**config.mk**
```make
export PLATFORM = sky130hd
export DESIGN_NAME = map_sel_driver
export DESIGN_NICKNAME = d
export VERILOG_FILES = /design/src/rtl/map_sel_driver_pkg.sv /design/src/rtl/map_sel_driver_btn_sync_edge.sv /design/src/rtl/map_sel_driver.sv
export SDC_FILE = /design/constraint.sdc
export NUM_CORES = 1
export LEC_CHECK = 0
export BUFFER_PORTS_ARGS = -buffer_cell sky130_fd_sc_hd__buf_2
export CORE_AREA = 2 2 74 76
export CTS_BUF_LIST = sky130_fd_sc_hd__clkbuf_2 sky130_fd_sc_hd__clkbuf_4 sky130_fd_sc_hd__clkbuf_8
export DETAILED_ROUTE_END_ITERATION = 10
export DIE_AREA = 0 0 76 78
export SETUP_SLACK_MARGIN = 0.4
export SYNTH_ARGS = -nofsm -noshare
export SYNTH_HDL_FRONTEND = slang
export SYNTH_SLANG_ARGS = --single-unit
```
**constraint.sdc**
```tcl
create_clock -name clk -period 1.5 [get_ports clk]
set_clock_uncertainty 0.05 [all_clocks]
set_input_delay 0.3 -clock clk [delete_from_list [all_inputs] [get_ports clk]]
set_output_delay 0.3 -clock clk [all_outputs]
set_load 0.02 [all_outputs]
```
**src/rtl/map_sel_driver_pkg.sv**
```systemverilog
// Shared definitions for the two-map display selector.
// Holds the selector FSM state encoding, the default map width and the
// default map patterns (also used by the downstream mux bench).
package map_sel_driver_pkg;

    localparam int MAP_W = 7;

    localparam logic [MAP_W-1:0] MAP0_INIT = 7'b1000001;
    localparam logic [MAP_W-1:0] MAP1_INIT = 7'b1100011;

    typedef enum logic {
        ST_IDLE_MAN = 1'b0,
        ST_AUTO     = 1'b1
    } state_t;

endpackage

```
**src/rtl/map_sel_driver_btn_sync_edge.sv**
```systemverilog
// Button conditioner: two-flop synchronizer followed by a rising-edge
// detector. Produces a one-cycle press pulse per rising edge of btn.
// Ports:
//   clk     - system clock
//   reset_n - asynchronous active-low reset
//   btn     - raw asynchronous button, active-high
//   press   - one-cycle pulse, high in the cycle the synchronized level rises
module btn_sync_edge (
    input  logic clk,
    input  logic reset_n,
    input  logic btn,
    output logic press
);

    logic sync1;
    logic sync2;
    logic prev;

    always_ff @(posedge clk or negedge reset_n) begin
        if (!reset_n) begin
            sync1 <= 1'b0;
            sync2 <= 1'b0;
            prev  <= 1'b0;
        end else begin
            sync1 <= btn;
            sync2 <= sync1;
            prev  <= sync2;
        end
    end

    assign press = sync2 & ~prev;

endmodule

```
**src/rtl/map_sel_driver.sv**
```systemverilog
// Source side of the two-map display selector. Holds the two map
// registers and drives them plus the select line into the 2:1 map mux.
// Select toggles on a button press (manual) or every PERIOD cycles (auto).
// Ports:
//   clk, reset_n     - clock, asynchronous active-low reset
//   wr_en/addr/data  - single-cycle map write
//   mode             - 0 manual, 1 auto
//   btn              - raw toggle button
//   mapa0, mapa1     - registered maps to the mux
//   sel              - mux select (0 selects mapa0)
//   toggled          - one-cycle pulse in the cycle sel changes
//
// state       | meaning
// ------------+---------------------------------------------------
// ST_IDLE_MAN | manual: press toggles sel, counter held at 0
// ST_AUTO     | auto: counter runs, sel toggles at PERIOD-1 wrap
module map_sel_driver #(
    parameter int                MAP_W     = map_sel_driver_pkg::MAP_W,
    parameter int                PERIOD    = 50,
    parameter int                CNT_W     = 16,
    parameter logic [MAP_W-1:0]  MAP0_INIT = map_sel_driver_pkg::MAP0_INIT,
    parameter logic [MAP_W-1:0]  MAP1_INIT = map_sel_driver_pkg::MAP1_INIT
) (
    input  logic             clk,
    input  logic             reset_n,
    input  logic             wr_en,
    input  logic             wr_addr,
    input  logic [MAP_W-1:0] wr_data,
    input  logic             mode,
    input  logic             btn,
    output logic [MAP_W-1:0] mapa0,
    output logic [MAP_W-1:0] mapa1,
    output logic             sel,
    output logic             toggled
);

    import map_sel_driver_pkg::*;

    localparam logic [CNT_W-1:0] CNT_TC = CNT_W'(PERIOD - 1);

    state_t           state;
    state_t           state_nxt;
    logic [CNT_W-1:0] cnt;
    logic [CNT_W-1:0] cnt_nxt;
    logic             sel_nxt;
    logic             tog_nxt;
    logic             press;

    btn_sync_edge u_btn (
        .clk     (clk),
        .reset_n (reset_n),
        .btn     (btn),
        .press   (press)
    );

    // Map writes are independent of the select logic.
    always_ff @(posedge clk or negedge reset_n) begin
        if (!reset_n) begin
            mapa0 <= MAP0_INIT;
            mapa1 <= MAP1_INIT;
        end else if (wr_en) begin
            if (wr_addr) mapa1 <= wr_data;
            else         mapa0 <= wr_data;
        end
    end

    always_ff @(posedge clk or negedge reset_n) begin
        if (!reset_n) begin
            state   <= ST_IDLE_MAN;
            cnt     <= '0;
            sel     <= 1'b0;
            toggled <= 1'b0;
        end else begin
            state   <= state_nxt;
            cnt     <= cnt_nxt;
            sel     <= sel_nxt;
            toggled <= tog_nxt;
        end
    end

    // A mode change wins over press / terminal count in the same cycle.
    always_comb begin
        state_nxt = state;
        cnt_nxt   = cnt;
        sel_nxt   = sel;
        tog_nxt   = 1'b0;
        case (state)
            ST_IDLE_MAN: begin
                cnt_nxt = '0;
                if (mode) begin
                    state_nxt = ST_AUTO;
                end else if (press) begin
                    sel_nxt = ~sel;
                    tog_nxt = 1'b1;
                end
            end
            ST_AUTO: begin
                if (!mode) begin
                    state_nxt = ST_IDLE_MAN;
                    cnt_nxt   = '0;
                end else if (cnt == CNT_TC) begin
                    cnt_nxt = '0;
                    sel_nxt = ~sel;
                    tog_nxt = 1'b1;
                end else begin
                    cnt_nxt = cnt + CNT_W'(1);
                end
            end
            default: begin
                state_nxt = ST_IDLE_MAN;
                cnt_nxt   = '0;
            end
        endcase
    end

endmodule
```
==> summary.txt <==
Outcome
  • Status: finished, violations left
  • Failing checks: negative setup slack

Clocking
  • Max clock buf depth: 2
  • Htree depth: 2
  • Clock sink count: 36
  • CTS Buf Count: 5
  • Reg clk slew, reported paths: 0.08 ns
  • Worst skew pair latency: 0.28 ns
  • CTS root buf: clkbuf_8
  • CTS tree: done

Pwr
  • PD cells: 1050 mW/mm^2
  • Peak VDD IR: 774 uV
  • Total power: about 2.2 mW
  • LEAKAGE: 0.903 nW

Worst hold path
  • Worst Hold Class: in2reg
  • Hold path startpoint: btn
  • Hold Path Depth: 1
  • Hold EP: u_btn.sync1

STA
  • Hold Slack: 0.0659 ns
  • Slew HR: between 70 and 80%
  • Worst slew pin tran: 0.369 ns
  • Tmin final: 1.51 ns
  • Setup violators final: 8
  • Final Cycle Share: 101%
  • FMAX: around 0.66 GHz
  • RSZ-0062 raised after global routing: true
  • Final WS setup: -0.0130 ns
  • Pins Over Slew Limit: 0
  • Hold Vio Cnt, Final: 0

GRT
  • Largest net degree at the start of global routing: 22
  • Initial antenna violation count: 0
  • Vias in the first global route: 1092
  • Global-route wire length before repair: 5.12 mm
  • Total track usage: 10.7%
  • Grt total ovfl: 0

Worst setup path
  • CP delay by family, top: simple AND/OR/NAND/NOR gates
  • CP required: 1.62 ns
  • Critical path type: reg2reg
  • Max stage delay on crit path: 0.39 ns
  • R2R cell count: 7
  • Buf+Inv Stages, Crit Path: 2
  • Crit Reg-Reg Endpoint: cnt[2]
  • Crit start category: flip-flop
  • FF-to-FF Start: cnt[1]
  • WP data arrival: approximately 1.6 ns
  • Peak fanout along the critical path: 16
  • Worst R2R Setup Slack: -0.01 ns
  • CP Capture Type: flip-flop
  • Crit-path cells: inv_1 -> ha_1 -> nor4b_4 -> nand4_1 -> nand3_2 -> buf_12 -> nor2_1
  • CP max stage cell: dfrtp_1

Floorplanning
  • Die width: about 76 um
  • I/O pin cnt: 29
  • Core ar.: between 0.005 and 0.006 mm^2
  • # rows: 26
  • Die height: around 78 um
  • Die area: 0.00593 mm^2
  • Initial Util: 30.4%

Place
  • Routability cong.: 0.686
  • HPWL Detailed: a little under 2 mm
  • Inst Count DP: 230
  • Number of port buffers: 28
  • DP Area: 0.00186 mm^2

Layout
  • Ant. Diodes: 0
  • Share of cells above drive strength 1: 47.4%
  • Fillers: around 480
  • Synth-to-Final Area Change: 39.9%
  • Final non-filler cell total: 243
  • Fin area: about 0.0021 mm^2
  • Utilization after layout: 42.5%
  • Final #Nets: approximately 190

Logic synthesis
  • Synthesized netlist net count: 138
  • Number of synthesized flops with an enable pin: 0
  • Syn Area/Cell: 12.5 um^2
  • Synth top area cells: dfrtp_1 (49%), dfstp_2 (10%), mux2_2 (10%)
  • Netlist cell types: 21
  • Post-Synthesis Cells: 123
  • Post-synthesis sequential area ratio: 59.3%
  • Synth warnings: 0
  • Mapped cell area: 0.00153 mm^2
  • Flops & latches, synth: 36
  • Area share of the largest cell type after synthesis: 49.0%
  • Most used DFF post-synth: dfrtp_1
  • Most frequent cell after synthesis: dfrtp_1
  • Largest area contributor in the netlist: dfrtp_1
  • Most frequent cells after synthesis: dfrtp_1 (30), nor2_1 (20), mux2_2 (14), xnor2_1 (13)
  • Synth async-reset ratio: between 90% and 100%

Route
  • TritonRoute pass-1 iters: 4
  • Initial DRC count: 24
  • DR vias: approximately 1100
  • Final ANT Viol Nets: 0
  • DRC viols: 0
  • WL final: 3.03 mm
  • Vias per std cell: 4.37
  • Routed length per placed instance: about 12 um

Job
  • Max-cap violations: 0
area by class of cell:
type	count	area, um^2	area share [%]
Clock buffer	5	68.8	3.21
Sequential cell	36	908	42.4
Timing Repair Buffer	44	390	18.2
Inverter	4	15.0	0.700
Clock inverter	3	23.8	1.11
Tap cell	70	87.6	4.08
Multi-Input combinational cell	81	651	30.3
cells in the final DEF, fill, tap and decap left out, types with 3 or more instances in the layout:
master / count
clkbuf_8: 5
buf_4: 13
nor4_2: 3
buf_6: 16
buf_2: 11
nand4_1: 4
nand3_1: 3
nor3_1: 4
xnor2_1: 13
dfstp_2: 6
nand2_1: 6
dfrtp_1: 30
nor2_1: 20
mux2_2: 14
inv_1: 4
sequential cells by signal, indices dropped and copies added (netlist names):
| name | count |
|---|---|
| cnt | 16 |
| mapa0 | 7 |
| mapa1 | 7 |
| sel | 1 |
| state | 1 |
| toggled | 1 |
| u_btn.prev | 1 |
| u_btn.sync1 | 1 |
| u_btn.sync2 | 1 |
worst max-delay path by stage:
stage / from / endpoint / slack [ns] / cells after the start
6_report: cnt[1] / cnt[2] / -0.01 / 7
5_1_grt: cnt[1] / cnt[0] / -0.11 / 7
4_1_cts: cnt[1] / sel / 0.03 / 6
3_5_place_dp: cnt[1] / cnt[2] / 0.01 / 7
3_3_place_gp: cnt[1] / cnt[15] / -0.02 / 7
2_1_floorplan: cnt[1] / cnt[0] / 0.11 / 7
metal layers:
metal	track usage [%]	part of all wire, %
met1	13.5	42
met2	17.8	53
met3	3.26	5.0
met4	3.27	0
met5	0	0
timing repair:
item / in CTS / in global routing
hold buffers: 1 / 0
setup buffers: 3 / 1
resized for setup: 32 / 7
hold endpoints to repair: 15 / 0
setup endpoints to repair: 34 / 40
pin swaps: 3 / 1
per-stage QoR:
step           setup TNS, ns  setup slack, ns
4_1_cts                    0           0.0291
5_1_grt                -1.57           -0.111
6_report             -0.0560          -0.0130
2_1_floorplan              0            0.114
3_5_place_dp               0           0.0123
3_3_place_gp          -0.293          -0.0227
where the power goes:
part	internal, mW	switching, mW
combinational	0.240	0.196
sequential	1.07	0.0578
clock	0.329	0.356
cell families (layout without fill, tap and decap cells):
logic type	count (synthesis)	count (layout)	synth area share (%)
AOI/OAI and AO/OA	1	1	0.816
xor gates and xnor gates	15	15	8.57
adders and majority gates	2	2	1.63
buffers and inverters	6	56	1.71
DFF	36	36	59.3
muxes	14	14	10.3
and+or+nand+nor	49	49	17.7
Power figures use the tool's default switching activity.
